## src/rtl/pc_fetch_ctrl.sv

```systemverilog
// pc_fetch_ctrl
// -------------
// Program-counter sequencer and instruction-fetch controller at the front of
// the pipeline. It owns the PC, keeps at most one request open towards
// instruction memory and hands each fetched word to decode. Redirects from
// execute are turned into a target address here from the NPCOp code.
//
// Ports
//   clk, rst         clock (rising edge) and asynchronous active-high reset
//   imem_req         fetch request, high only in FETCH and DRAIN
//   imem_addr        fetch address, always equal to the PC register
//   imem_ack         memory returned data this cycle (may come with req's rise)
//   imem_rdata       instruction word, valid with imem_ack
//   if_valid         if_pc / if_instr hold an instruction for decode
//   if_pc, if_instr  presented PC and instruction word
//   if_ready         decode accepts the presented instruction
//   redirect_valid   one-cycle redirect pulse from execute
//   redirect_op      NPCOp code selecting how the target is formed
//   redirect_pc      PC of the redirecting instruction
//   redirect_imm     26-bit immediate field of that instruction
//   redirect_rd      register operand used by JR / JALR
//   fetch_err        sticky flag: a redirect target was not word aligned
//   dbg_state        current FSM state (see state_e encoding)
//
// Decode handshake: an instruction moves to decode in a cycle where
// if_valid=1 and if_ready=1 at the rising edge. Once if_valid is high,
// if_pc and if_instr do not change until that transfer happens or a
// redirect flushes the slot; if_valid never depends on if_ready
// combinationally.
//
// NPCOp encoding used on redirect_op:
//   0 PLUS4, 1 BRANCH, 2 JUMP, 3 JR, 4 JALR; any other code behaves as PLUS4.

module pc_fetch_ctrl #(
  parameter logic [31:0] RESET_PC = 32'h0000_3000
) (
  input  logic        clk,
  input  logic        rst,
  output logic        imem_req,
  output logic [31:0] imem_addr,
  input  logic        imem_ack,
  input  logic [31:0] imem_rdata,
  output logic        if_valid,
  output logic [31:0] if_pc,
  output logic [31:0] if_instr,
  input  logic        if_ready,
  input  logic        redirect_valid,
  input  logic [3:0]  redirect_op,
  input  logic [31:0] redirect_pc,
  input  logic [25:0] redirect_imm,
  input  logic [31:0] redirect_rd,
  output logic        fetch_err,
  output logic [2:0]  dbg_state
);

  localparam logic [3:0] NPC_PLUS4  = 4'd0;
  localparam logic [3:0] NPC_BRANCH = 4'd1;
  localparam logic [3:0] NPC_JUMP   = 4'd2;
  localparam logic [3:0] NPC_JR     = 4'd3;
  localparam logic [3:0] NPC_JALR   = 4'd4;

  typedef enum logic [2:0] {
    S_IDLE  = 3'd0,
    S_FETCH = 3'd1,
    S_HOLD  = 3'd2,
    S_DRAIN = 3'd3,
    S_ERR   = 3'd4
  } state_e;

  state_e      state_q, state_d;
  logic [31:0] pc_q, pc_d;
  logic [31:0] pend_pc_q, pend_pc_d;
  logic        err_pend_q, err_pend_d;
  logic        if_valid_q, if_valid_d;
  logic [31:0] if_pc_q, if_pc_d;
  logic [31:0] if_instr_q, if_instr_d;
  logic        fetch_err_q, fetch_err_d;

  // ---------------------------------------------------------------------
  // Redirect target
  // ---------------------------------------------------------------------
  logic [31:0] redir_p4;
  logic [31:0] redir_br_off;
  logic [31:0] redir_tgt;
  logic        redir_misaligned;

  assign redir_p4     = redirect_pc + 32'd4;
  // Branch offset: 16-bit word offset, sign extended and scaled to bytes.
  assign redir_br_off = {{14{redirect_imm[15]}}, redirect_imm[15:0], 2'b00};

  always_comb begin
    redir_tgt = redir_p4;
    case (redirect_op)
      NPC_PLUS4:  redir_tgt = redir_p4;
      NPC_BRANCH: redir_tgt = redir_p4 + redir_br_off;
      NPC_JUMP:   redir_tgt = {redir_p4[31:28], redirect_imm, 2'b00};
      NPC_JR:     redir_tgt = redirect_rd;
      NPC_JALR:   redir_tgt = redirect_rd;
      default:    redir_tgt = redir_p4;
    endcase
  end

  assign redir_misaligned = |redir_tgt[1:0];

  // ---------------------------------------------------------------------
  // State register
  // ---------------------------------------------------------------------
  always_ff @(posedge clk or posedge rst) begin
    if (rst) begin
      state_q     <= S_IDLE;
      pc_q        <= RESET_PC;
      pend_pc_q   <= RESET_PC;
      err_pend_q  <= 1'b0;
      if_valid_q  <= 1'b0;
      if_pc_q     <= 32'd0;
      if_instr_q  <= 32'd0;
      fetch_err_q <= 1'b0;
    end else begin
      state_q     <= state_d;
      pc_q        <= pc_d;
      pend_pc_q   <= pend_pc_d;
      err_pend_q  <= err_pend_d;
      if_valid_q  <= if_valid_d;
      if_pc_q     <= if_pc_d;
      if_instr_q  <= if_instr_d;
      fetch_err_q <= fetch_err_d;
    end
  end

  // ---------------------------------------------------------------------
  // Next-state logic. A redirect outranks every other event in a state.
  // ---------------------------------------------------------------------
  always_comb begin
    state_d     = state_q;
    pc_d        = pc_q;
    pend_pc_d   = pend_pc_q;
    err_pend_d  = err_pend_q;
    if_valid_d  = if_valid_q;
    if_pc_d     = if_pc_q;
    if_instr_d  = if_instr_q;
    fetch_err_d = fetch_err_q;

    case (state_q)
      S_IDLE: begin
        if (redirect_valid) begin
          if_valid_d = 1'b0;
          if (redir_misaligned) begin
            fetch_err_d = 1'b1;
            state_d     = S_ERR;
          end else begin
            pc_d    = redir_tgt;
            state_d = S_FETCH;
          end
        end else begin
          state_d = S_FETCH;
        end
      end

      S_FETCH: begin
        if (redirect_valid) begin
          if_valid_d = 1'b0;
          if (redir_misaligned) begin
            fetch_err_d = 1'b1;
            // With the request still open it must finish before parking.
            if (imem_ack) begin
              state_d = S_ERR;
            end else begin
              err_pend_d = 1'b1;
              state_d    = S_DRAIN;
            end
          end else if (imem_ack) begin
            // Returned word is wrong-path; the request is closed, so the
            // PC can move now and the next cycle fetches the target.
            pc_d    = redir_tgt;
            state_d = S_FETCH;
          end else begin
            // imem_addr must stay put until ack: park the target.
            pend_pc_d = redir_tgt;
            state_d   = S_DRAIN;
          end
        end else if (imem_ack) begin
          if_instr_d = imem_rdata;
          if_pc_d    = pc_q;
          if_valid_d = 1'b1;
          pc_d       = pc_q + 32'd4;
          state_d    = S_HOLD;
        end
      end

      S_HOLD: begin
        if (redirect_valid) begin
          // A transfer in this same cycle is squashed by decode.
          if_valid_d = 1'b0;
          if (redir_misaligned) begin
            fetch_err_d = 1'b1;
            state_d     = S_ERR;
          end else begin
            pc_d    = redir_tgt;
            state_d = S_FETCH;
          end
        end else if (if_valid_q && if_ready) begin
          if_valid_d = 1'b0;
          state_d    = S_FETCH;
        end
      end

      S_DRAIN: begin
        if (redirect_valid) begin
          if_valid_d = 1'b0;
          if (redir_misaligned) begin
            fetch_err_d = 1'b1;
            if (imem_ack) begin
              state_d = S_ERR;
            end else begin
              err_pend_d = 1'b1;
            end
          end else begin
            // Latest redirect wins.
            pend_pc_d = redir_tgt;
            if (imem_ack) begin
              if (err_pend_q) begin
                state_d = S_ERR;
              end else begin
                pc_d    = redir_tgt;
                state_d = S_FETCH;
              end
            end
          end
        end else if (imem_ack) begin
          if (err_pend_q) begin
            state_d = S_ERR;
          end else begin
            pc_d    = pend_pc_q;
            state_d = S_FETCH;
          end
        end
      end

      S_ERR: begin
        // Terminal until reset; redirects are ignored.
        if_valid_d  = 1'b0;
        fetch_err_d = 1'b1;
      end

      default: begin
        state_d = S_IDLE;
      end
    endcase
  end

  // ---------------------------------------------------------------------
  // Outputs
  // ---------------------------------------------------------------------
  assign imem_req  = (state_q == S_FETCH) || (state_q == S_DRAIN);
  assign imem_addr = pc_q;
  assign if_valid  = if_valid_q;
  assign if_pc     = if_pc_q;
  assign if_instr  = if_instr_q;
  assign fetch_err = fetch_err_q;
  assign dbg_state = state_q;

endmodule

```

## config.mk

```make
export PLATFORM = sky130hd
export DESIGN_NAME = pc_fetch_ctrl
export DESIGN_NICKNAME = d
export VERILOG_FILES = /design/src/rtl/pc_fetch_ctrl.sv
export SDC_FILE = /design/constraint.sdc
export NUM_CORES = 1
export LEC_CHECK = 0
export BUFFER_PORTS_ARGS = -buffer_cell sky130_fd_sc_hd__buf_2
export CORE_UTILIZATION = 45
export DETAILED_ROUTE_END_ITERATION = 8
export PLACE_DENSITY_LB_ADDON = 0.12
export SLEW_MARGIN = 15
export SYNTH_ARGS = -nofsm -noshare
export SYNTH_HDL_FRONTEND = slang
export SYNTH_SLANG_ARGS = --single-unit
```

## constraint.sdc

```tcl
create_clock -name clk -period 5.3 [get_ports clk]
set_input_delay 0 -clock clk [delete_from_list [all_inputs] [get_ports clk]]
set_output_delay 0 -clock clk [all_outputs]
set_load 0.005 [all_outputs]
```

# == Word-level counts from Yosys, hierarchy flattened ==
# Cells that the tools add are included.
# classes
n_bitwise,3
reduce_logical,20
addsub,3
n_eq_ne,28
n_mux,42
# op_table
op,n
32-bit 2-to-1 mux,15
32-bit case mux with 3 select lines,2
32-bit by 3-bit adder with 32-bit output (second input constant),2
32-bit case mux with 2 select lines,1
3-bit 2-to-1 mux,13
32-bit adder,1
3-bit != test (second input constant),9
3-bit case mux with 5 select lines,1
2-bit != test (second input constant),6
4-bit AND reduction,3
11-bit AND reduction,1
2-bit OR reduction,5
4-bit by 2-bit == test with 1-bit output (second input constant),2
2-bit by 1-bit != test with 1-bit output (second input constant),4
1-bit 2-to-1 mux,7
3-bit by 2-bit == test with 1-bit output (second input constant),2
3-bit AND reduction,2
6-bit AND reduction,1
4-bit by 1-bit == test with 1-bit output (second input constant),1
4-bit by 3-bit == test with 1-bit output (second input constant),1
4-bit != test (second input constant),1
1-bit case mux with 4 select lines,1
2-bit nonzero test,2
4-bit nonzero test,1
10 further kinds,12
# totals
out_inout_bits,102
ff_bits,134

# == Logic depth before layout (Yosys ltp) ==
# Gate-level depths: netlist of run 1.
# depth
depth_word,8
depth_mapped,16
ltp_nobuf,15

# == Least setup slack after synthesis of run 1 ==
# No wires, ideal clock.
# synth_timing
path_type,in2reg
from,input port redirect_pc[2]
to,register pend_pc_q[31]
setup_slack_ps,2154
path_stages,15
setup_ps,128
n_path_buf,1
t_arrival_ps,3018
path_cell_list,ha_1 nand2_1 or2_1 or2_1 nor3_1 xor2_1 ha_1 clkbuf_1 nand2_1 nor4_1 or4b_2 nand3_1 a21oi_1 o21ai_1 o21ai_0
# synth_between
elab_chain_len,7
# synth_lines
element,line,rtl
start: declaration,49,"input logic [31:0] redirect_pc,"
32-bit by 3-bit adder with 32-bit output (*),87,assign redir_p4 = redirect_pc + 32'd4;
32-bit adder,95,NPC_BRANCH: redir_tgt = redir_p4 + redir_br_off;
32-bit case mux with 3 select lines (*),93,case (redirect_op)
32-bit 2-to-1 mux,171,end else if (imem_ack) begin
32-bit 2-to-1 mux,162,if (redir_misaligned) begin
32-bit 2-to-1 mux,160,if (redirect_valid) begin
32-bit case mux with 2 select lines (*),143,case (state_q)
end signal: assignment,121,pend_pc_q <= pend_pc_d;
end: declaration,72,"logic [31:0] pend_pc_q, pend_pc_d;"
# Mark *: on every way between the ends. The rest lies on a longest branch, timed or not. The select of a mux whose other input is x is not followed.
# A chain may end at the register's enable or synchronous reset.

# == Final worst setup path of run 1 ==
# layout_timing
from,input port redirect_pc[9]
to,register pend_pc_q[31]
# Same word-level chain as after synthesis.

==> results.sh, run 1 <==
export IMPL_synth_top_family_by_area="compound AO/OA/AOI/OAI gates"
export IMPL_dp_cells=1502
export IMPL_num_vias=9218
export IMPL_areaGrowthSynthToFinish_pct=25.1
export IMPL_critical_path_peak_fanout=11
export IMPL_run_status="finished, final reports clean"
export IMPL_route_detailed_drc=0
export IMPL_clkTransAtPathRegs_ps=60
export IMPL_synthSimpleGateAreaFrac=0.181
export IMPL_netlist_area_sq_mm=0.00937
export IMPL_cts_hold_buffers_added=37
export IMPL_p_leak_nw=5.29
export IMPL_synth_seq_area_share=0.358
export IMPL_die_footprint_sq_mm=0.0214
export IMPL_dr_pass1_iters=5
export IMPL_r2r_cells=8
export IMPL_grt_pass1_vias=8671
export IMPL_clock_tree_from_tritoncts="built"
export IMPL_synth_lib_cells_used_distinct=83
export IMPL_hold_end="pend_pc_q[4]"
export IMPL_regToRegEndpoint="imem_addr[31]"
export IMPL_critical_path_required_ps=5560
export IMPL_synth_seq_cells=134
export IMPL_numClockSinks=134
export IMPL_fraction_of_the_mapped_netlist_area_in_adder_cells=0.0529
export IMPL_final_cycle_share=0.668
export IMPL_cap_viol_max_count=0
export IMPL_floorplan_initialDensity=0.462
export IMPL_global_route_overflow_total=0
export IMPL_vias_per_cell=5.87
export IMPL_synth_compound_area_frac=0.236
export IMPL_slew_headroom=0.224
export IMPL_critPathCaptureType="flip-flop"
export IMPL_hp_start="redirect_rd[4]"
export IMPL_grt_max_degree=72
export IMPL_final_net_count=1458
export IMPL_place_gp_congestion=0.892
export IMPL_die_y_microns=146
export IMPL_insertion_delay_ps=410
export IMPL_rows=52
export IMPL_post_synth_xor_area_fraction=0.0523
export IMPL_cts_repair_resized=0
export IMPL_grt_setup_unrepaired="no"
export IMPL_ant_nets=0
export IMPL_finalWirelength_microns=28800
export IMPL_critical_path_reg2reg_startpoint="imem_addr[12]"
export IMPL_post_synth_inst_count=1049
export IMPL_io_pin_count=233
export IMPL_report_final_setup_viol=0
export IMPL_hold_path_class="input pin to flip-flop"
export IMPL_synth_ff_type="dfrtp_1"
export IMPL_setup_tns_ps=0
export IMPL_fraction_of_the_core_area_covered_by_cells_at_the_end_of_the_flow=0.578
export IMPL_die_width_microns=146
export IMPL_synth_warnings=0
export IMPL_fp_coreArea_sq_mm=0.0203
export IMPL_slew_viol_final=0
export IMPL_timing_critical_path_arrival_ps=3800
export IMPL_irDropWorstVdd_mv=0.247
export IMPL_pre_cts_slack_ps=1370
export IMPL_io_buffer_count=232
export IMPL_initial_antenna_violation_count=0
export IMPL_cts_buffers=17
export IMPL_post_synth_cell_area_avg_sq_um=8.93
export IMPL_yosys_mux_area_fraction=0.0833
export IMPL_power_density_mw_per_mm2=428
export IMPL_synth_edff_count=0
export IMPL_clockBufferDepth=2
export IMPL_num_antenna_cells=0
export IMPL_ff2ff_setup_slack_ps=2330
export IMPL_achievable_frequency_mhz=282
export IMPL_stdcell_count=1571
export IMPL_min_period_ps=3540
export IMPL_timing_hold_violations_final=0
export IMPL_setup_worst_path_start_class="input pin"
export IMPL_post_route_cells_drive_above_1_share=0.288
export IMPL_cts_htree_levels=4
export IMPL_number_of_nets_in_the_synthesized_netlist=1219
export IMPL_place_detailed_hpwl_microns=20600
export IMPL_ctsRootBufferMaster="clkbuf_16"
export IMPL_groute_usage_overall=0.271
export IMPL_hold_path_cells=5
export IMPL_async_set_reset_flop_share_out_of_synthesis=1.00
export IMPL_timing_worst_setup_path_type="input pin to flip-flop"
export IMPL_route_detailed_wl_per_inst_microns=18.4
export IMPL_grt_first_pass_wirelength_microns=46400
export IMPL_worst_pin_slew_ps=1160
export IMPL_final_setup_worst_slack_ps=1760
export IMPL_cts_setup_buffers=0
export IMPL_timing_clock_skew_ps=13.0
export IMPL_power_total_mw=5.01
export IMPL_drt_initial_drc_count=572
[through the flow]
stage / instance area [sq um] / hold slack (ps)
6_report: 11700 / 5.07
3_3_place_gp: 10700 / 145
3_5_place_dp: 10700 / 145
4_1_cts: 11700 / 2.14
2_1_floorplan: 9370 / 152
5_1_grt: 11700 / 22.7
[Yosys cell counts (16+ instances only)]
library cell | number | share of area
a21o_1 | 16 | 0.013
inv_1 | 22 | 0.0088
xnor2_1 | 25 | 0.023
ha_1 | 38 | 0.051
nand4_1 | 19 | 0.013
nor3_1 | 18 | 0.0096
clkbuf_1 | 44 | 0.018
nand3_1 | 41 | 0.022
nand2_1 | 128 | 0.051
dfrtp_1 | 130 | 0.35
mux2_2 | 64 | 0.077
xor2_1 | 31 | 0.029
o21ai_0 | 67 | 0.036
nor2_1 | 64 | 0.026
a31oi_1 | 16 | 0.011
a21oi_1 | 63 | 0.034
[registers in the layout, indices dropped and copies added (netlist names)]
register	cells
pend_pc_q	32
if_instr	32
if_valid	1
err_pend_q	1
if_pc	32
dbg_state	3
imem_addr	32
fetch_err	1
[power by group]
part / switching, mW / internal [mW] / leakage, nW / total [mW]
Combinational: 0.972 / 0.906 / 3.34 / 1.88
Clock: 0.460 / 0.760 / 0.295 / 1.22
Sequential: 0.415 / 1.50 / 1.66 / 1.92
Total: 1.85 / 3.17 / 5.29 / 5.01
[cell usage in the layout, fill, tap and decap left out, types with 9 or more instances in the layout]
cell type | Yosys | routed
mux2_2 | 64 | 64
buf_4 | 1 | 13
clkbuf_16 | 0 | 17
nand2b_1 | 9 | 9
a21o_1 | 16 | 16
a22oi_1 | 11 | 11
dlygate4sd3_1 | 0 | 37
dfrtp_1 | 130 | 130
buf_2 | 14 | 232
o21ai_0 | 67 | 67
xnor2_1 | 25 | 25
nand3_1 | 41 | 41
a21oi_1 | 63 | 63
nor2_1 | 64 | 63
ha_1 | 38 | 38
o21bai_1 | 9 | 9
a221oi_1 | 14 | 14
nor3_1 | 18 | 17
xor2_1 | 31 | 31
a222oi_1 | 12 | 12
inv_1 | 22 | 21
o211ai_1 | 12 | 12
o21a_1 | 9 | 9
a211oi_1 | 10 | 10
o22ai_1 | 9 | 9
nand2_1 | 128 | 128
a31oi_1 | 16 | 16
nand4_1 | 19 | 19
[worst max-delay path, cell delays in order]
cell     delay, ps
buf_2          130
and4_1         230
nand3_1        340
or2_1          400
nor3_1         270
xor2_1         320
ha_1           400
nand2_1        130
nor4_1         390
or4b_2         670
nand3_1        120
a21oi_1         80
o21ai_1        220
o21ai_0        100
[cell families after synthesis]
logic type	after synthesis
AOI/OAI and AO/OA	324
adders and majority gates	39
buffers and inverters	84
DFF	134
muxes	70
and+or+nand+nor	342
xor gates and xnor gates	56
[worst max path at each step]
stage              startpoint       endpoint  slack [ps]  cells past startpoint
4_1_cts        redirect_pc[9]  pend_pc_q[31]        1810                     14
5_1_grt        redirect_pc[9]  pend_pc_q[31]        1540                     14
2_1_floorplan             rst   dbg_state[0]        1720                      1
3_3_place_gp   redirect_pc[9]  pend_pc_q[31]        1480                     14
6_report       redirect_pc[9]  pend_pc_q[31]        1760                     14
3_5_place_dp   redirect_pc[9]  pend_pc_q[31]        1370                     14
[layer usage]
layer | track usage | routed length, microns | vias to the layer above
li1 | - | - | 4413
met3 | 0.0369 | 1850 | 40
met4 | 0.0760 | 488 | 0
met2 | 0.432 | 13000 | 389
met5 | 0 | 0 | -
met1 | 0.383 | 13500 | 4376
[cell type report]
class | count | area [sq um]
clock buffers | 19 | 443
clock inverters | 13 | 171
fillers | 1845 | 8570
inverters | 22 | 87.6
multi-input cells | 831 | 5700
flip-flops and latches | 134 | 3360
well taps | 270 | 338
repair buffers | 282 | 1630
No activity file was read; power rests on OpenSTA's default activity.
==> run 2, diff against run 1 <==
==> constraint.sdc (replaced) <==
create_clock -name clk -period 3.65 [get_ports clk]
set_input_delay 0 -clock clk [delete_from_list [all_inputs] [get_ports clk]]
set_output_delay 0 -clock clk [all_outputs]
set_load 0.005 [all_outputs]
==> run 2 against run 1 <==
Compared with the run above:
- sequential share of layout area shrank 0.72 points
- flip-flop and latch count unchanged
- register-to-register slack worse by 1400 ps
- cell count increased by 2.5%
- via count increased by 0.33%
- global-route usage fell by 0.079 points
- die area unchanged
- largest power group is now combinational cells
==> results.sh, run 2 (synthesis results as in run 1) <==
export IMPL_run_status="finished, final reports clean"
export IMPL_io_pin_count=233
export IMPL_power_density_mw_per_mm2=605
export IMPL_place_detailed_hpwl_microns=21100
export IMPL_floorplan_initialDensity=0.462
export IMPL_setup_tns_ps=0
export IMPL_rows=52
export IMPL_p_leak_nw=5.46
export IMPL_critical_path_peak_fanout=9
export IMPL_clockBufferDepth=2
export IMPL_route_detailed_wl_per_inst_microns=17.8
export IMPL_critical_path_required_ps=3980
export IMPL_fp_coreArea_sq_mm=0.0203
export IMPL_final_cycle_share=0.876
export IMPL_grt_setup_unrepaired="no"
export IMPL_die_width_microns=146
export IMPL_vias_per_cell=5.74
export IMPL_min_period_ps=3200
export IMPL_clkTransAtPathRegs_ps=70
export IMPL_cts_hold_buffers_added=39
export IMPL_final_net_count=1497
export IMPL_cts_setup_buffers=0
export IMPL_grt_max_degree=81
export IMPL_achievable_frequency_mhz=313
export IMPL_hold_path_class="input pin to flip-flop"
export IMPL_numClockSinks=134
export IMPL_die_footprint_sq_mm=0.0214
export IMPL_io_buffer_count=232
export IMPL_cap_viol_max_count=0
export IMPL_groute_usage_overall=0.270
export IMPL_timing_hold_violations_final=0
export IMPL_power_total_mw=7.28
export IMPL_insertion_delay_ps=420
export IMPL_cts_htree_levels=4
export IMPL_pre_cts_slack_ps=41.9
export IMPL_worst_pin_slew_ps=821
export IMPL_slew_headroom=0.451
export IMPL_grt_pass1_vias=8745
export IMPL_num_antenna_cells=0
export IMPL_seqCellArea_sq_mm=0.00336
export IMPL_final_setup_worst_slack_ps=453
export IMPL_ant_nets=0
export IMPL_finalWirelength_microns=28600
export IMPL_clock_tree_from_tritoncts="built"
export IMPL_drt_initial_drc_count=588
export IMPL_route_detailed_drc=0
export IMPL_post_route_cells_drive_above_1_share=0.307
export IMPL_report_final_setup_viol=0
export IMPL_multiInputGateArea_sq_mm=0.00570
export IMPL_cts_buffers=17
export IMPL_dr_pass1_iters=6
export IMPL_areaGrowthSynthToFinish_pct=28.3
export IMPL_irDropWorstVdd_mv=0.386
export IMPL_slew_viol_final=0
export IMPL_setup_worst_path_start_class="input pin"
export IMPL_place_gp_congestion=0.905
export IMPL_global_route_overflow_total=0
export IMPL_final_cell_mix="buf_2 (232), dfrtp_1 (130), nand2_1 (128)"
export IMPL_layout_cells_most_common="buf_2"
export IMPL_grt_first_pass_wirelength_microns=46400
export IMPL_cts_repair_resized=0
export IMPL_die_y_microns=146
export IMPL_num_fill_cells=1786
export IMPL_timing_clock_skew_ps=16.4
export IMPL_num_vias=9248
export IMPL_timing_worst_setup_path_type="input pin to flip-flop"
export IMPL_initial_antenna_violation_count=0
export IMPL_ctsRootBufferMaster="clkbuf_16"
export IMPL_critPathCaptureType="flip-flop"
export IMPL_timing_critical_path_arrival_ps=3530
[run 2: per-stage QoR]
stage / cell area (sq um) / instances / util / hold WS, ps
2_1_floorplan: 9370 / 1049 / - / 152
3_3_place_gp: 11000 / 1539 / 0.543 / 189
3_5_place_dp: 11000 / 1539 / 0.543 / 183
4_1_cts: 12000 / 1610 / 0.592 / 14.0
5_1_grt: 12000 / 1610 / 0.592 / 38.2
6_report: 12000 / 1610 / 0.592 / 26.9
[run 2: final cells by class]
cell class                      count  share of cell area
Sequential cell                   134               0.279
Tap cell                          270              0.0281
Timing Repair Buffer              321               0.161
Clock inverter                     12              0.0118
Inverter                           22             0.00728
Multi-Input combinational cell    831               0.474
Clock buffer                       20              0.0388
[run 2: critical path, stage by stage]
cell and delay [ps]:
buf_2 120, nand3_1 130, or2_0 470, nor2_1 220, xor2_1 260, ha_1 340
a21o_1 200, a21o_1 190, a2111oi_0 540, and3_4 310, or3b_2 120, a31oi_1 100
or3_1 370, a21oi_1 150
[run 2: power by group]
| group | internal, mW | switching (mW) | total [mW] |
|---|---|---|---|
| registers | 2.18 | 0.590 | 2.77 |
| logic | 1.36 | 1.41 | 2.78 |
| clock network | 1.07 | 0.661 | 1.73 |
| total | 4.61 | 2.66 | 7.28 |
[run 2: worst paths after layout]
kind                           startpoint            end  slack (ps)  cells past startpoint
setup / recovery           redirect_pc[4]  imem_addr[20]         450                     14
min in group asynchronous             rst   if_instr[23]         260                      3
hold / removal             redirect_rd[0]   imem_addr[0]          30                      5
setup reg to reg            imem_addr[12]  imem_addr[30]         900                      7
hold reg to reg             pend_pc_q[13]  pend_pc_q[13]         460                      2
max in group asynchronous             rst  pend_pc_q[13]        2440                      4
[run 2: routing by layer]
metal	vias to the layer above	part of all wire	track usage
met5	-	0	0
li1	4492	-	-
met1	4372	0.48	0.389
met3	16	0.064	0.0309
met4	0	0.0081	0.0557
met2	368	0.45	0.435
==> run 3, diff against run 2 <==
--- a/config.mk
+++ b/config.mk
@@ -8,6 +8,7 @@
 export BUFFER_PORTS_ARGS = -buffer_cell sky130_fd_sc_hd__buf_2
 export CORE_UTILIZATION = 45
 export DETAILED_ROUTE_END_ITERATION = 8
+export MAX_ROUTING_LAYER = met4
 export PLACE_DENSITY_LB_ADDON = 0.12
 export SLEW_MARGIN = 15
 export SYNTH_ARGS = -nofsm -noshare
==> run 3 against run 2 <==
Compared with the run above:
- register-to-register slack gained 20 ps
- global-route usage up 0.67 points
- wire length rose by 0.85%
- die area did not move
- critical endpoint is now imem_addr[31]
- flip-flop and latch count unchanged
- via count barely moved
- largest cell class unchanged
- critical path depth rose by 2
- combinational power about the same
- clock skew down 7.4 ps
- sequential share of layout area is 0.13 points higher
- maximum frequency up 0.83%
- design area down 0.48%
==> results.sh, run 3 (synthesis results as in run 1) <==
export IMPL_ant_nets=0
export IMPL_hold_end="imem_addr[0]"
export IMPL_worst_pin_slew_ps=865
export IMPL_critical_path_required_ps=3940
export IMPL_drt_initial_drc_count=687
export IMPL_hold_path_cells=5
export IMPL_route_detailed_drc=0
export IMPL_clockBufferDepth=2
export IMPL_setup_tns_ps=0
export IMPL_groute_usage_overall=0.276
export IMPL_grt_max_degree=80
export IMPL_timing_worst_setup_path_type="input pin to flip-flop"
export IMPL_place_gp_congestion=0.906
export IMPL_io_buffer_count=232
export IMPL_ctsRootBufferMaster="clkbuf_16"
export IMPL_irDropWorstVdd_mv=0.370
export IMPL_run_status="finished, final reports clean"
export IMPL_hp_start="redirect_rd[0]"
export IMPL_r2r_cells=7
export IMPL_p_leak_nw=5.44
export IMPL_timing_hold_violations_final=0
export IMPL_grt_first_pass_wirelength_microns=45800
export IMPL_clock_tree_from_tritoncts="built"
export IMPL_route_detailed_wl_per_inst_microns=17.9
export IMPL_layout_cells_most_common="buf_2"
export IMPL_min_period_ps=3170
export IMPL_die_footprint_sq_mm=0.0214
export IMPL_vias_per_cell=5.75
export IMPL_post_route_cells_drive_above_1_share=0.306
export IMPL_slew_headroom=0.422
export IMPL_ff2ff_setup_slack_ps=920
export IMPL_finalWirelength_microns=28800
export IMPL_insertion_delay_ps=420
export IMPL_rows=52
export IMPL_num_fill_cells=1877
export IMPL_power_density_mw_per_mm2=603
export IMPL_cts_repair_resized=0
export IMPL_cts_htree_levels=4
export IMPL_final_cycle_share=0.869
export IMPL_cap_viol_max_count=0
export IMPL_die_width_microns=146
export IMPL_io_pin_count=233
export IMPL_place_detailed_hpwl_microns=21200
export IMPL_grt_pass1_vias=8432
export IMPL_global_route_overflow_total=0
export IMPL_num_vias=9241
export IMPL_die_y_microns=146
export IMPL_achievable_frequency_mhz=315
export IMPL_grt_setup_unrepaired="no"
export IMPL_areaGrowthSynthToFinish_pct=27.7
export IMPL_critical_path_peak_fanout=5
export IMPL_timing_critical_path_arrival_ps=3460
export IMPL_dr_pass1_iters=7
export IMPL_final_net_count=1495
export IMPL_numClockSinks=134
export IMPL_hold_path_class="input pin to flip-flop"
export IMPL_cts_buffers=17
export IMPL_timing_clock_skew_ps=9.02
export IMPL_worst_hold_slack_ps=8.97
export IMPL_floorplan_initialDensity=0.462
export IMPL_final_cell_mix="buf_2 (232), dfrtp_1 (130), nand2_1 (128)"
export IMPL_clkTransAtPathRegs_ps=70
export IMPL_setup_worst_path_start_class="input pin"
export IMPL_regToRegEndpoint="imem_addr[30]"
export IMPL_initial_antenna_violation_count=0
export IMPL_slew_viol_final=0
export IMPL_num_antenna_cells=0
export IMPL_fp_coreArea_sq_mm=0.0203
export IMPL_critPathCaptureType="flip-flop"
export IMPL_report_final_setup_viol=0
export IMPL_critical_path_reg2reg_startpoint="imem_addr[12]"
==> run 3: cell types whose count changed in the layout (fill, tap and decap cells not counted), sizes merged <==
cell and change:
inv +3, clkbuf -2, buf -1, bufinv -1, clkinv +1, clkinvlp -1, dlygate4sd3 -1
==> run 3: layer usage <==
metal | wire length [microns] | part of all wire | track usage | up-vias
met1 | 13900 | 0.48 | 0.394 | 4372
met3 | 1750 | 0.061 | 0.0381 | 24
met5 | 0 | 0 | - | -
met2 | 12900 | 0.45 | 0.421 | 357
met4 | 298 | 0.010 | 0.0510 | 0
li1 | - | - | - | 4488
==> run 3: worst max-delay path by stage <==
stage,to,depth (start not counted),startpoint
3_3_place_gp,pend_pc_q[31],15,redirect_pc[2]
5_1_grt,imem_addr[31],15,redirect_pc[2]
4_1_cts,pend_pc_q[31],15,redirect_pc[2]
6_report,imem_addr[31],16,redirect_pc[2]
3_5_place_dp,pend_pc_q[31],15,redirect_pc[2]
2_1_floorplan,dbg_state[0],1,rst
==> run 3: stage by stage <==
step / cell area, sq um / utilization / worst slack, ps / instances / total power, mW
finish: 12000 / 0.590 / 480 / 1608 / 7.22
global route: 12000 / 0.590 / 210 / 1608 / 7.71
CTS: 12000 / 0.590 / 446 / 1608 / 7.23
detailed placement: 11000 / 0.542 / 13.0 / 1538 / 5.51
global placement: 11000 / 0.542 / 119 / 1538 / 5.45
floorplan: 9370 / - / 73.9 / 1049 / 4.32
==> run 3: final cells by class <==
type | count | area [sq um] | area share
Multi-Input combinational cell | 831 | 5700 | 0.476
Tap cell | 270 | 338 | 0.0282
Timing Repair Buffer | 319 | 1910 | 0.160
Inverter | 22 | 87.6 | 0.00732
Clock buffer | 18 | 439 | 0.0367
Sequential cell | 134 | 3360 | 0.281
Clock inverter | 14 | 141 | 0.0118
==> run 3: power by group <==
part           switching, mW  total, mW  leakage (nW)  internal, mW
combinational           1.42       2.79          3.51          1.36
clock                  0.688       1.66         0.272         0.972
sequential             0.598       2.78          1.66          2.18
total                   2.71       7.22          5.44          4.52
==> run 3: timing repair <==
| item | in CTS | in global routing |
|---|---|---|
| hold buffers | 38 | 0 |
| setup buffers | 0 | 0 |
| hold endpoints to repair | 110 | 0 |
==> run 3: critical path: stages <==
cell	delay [ps]
buf_2	100
ha_1	200
nand2_1	130
or2_1	340
or2_1	320
nor3_1	250
xor2_1	280
ha_1	340
a21o_1	220
a211o_1	300
a21oi_1	240
o21ai_0	160
o21ai_0	190
a21oi_1	90
o21ai_1	190
o22ai_1	90
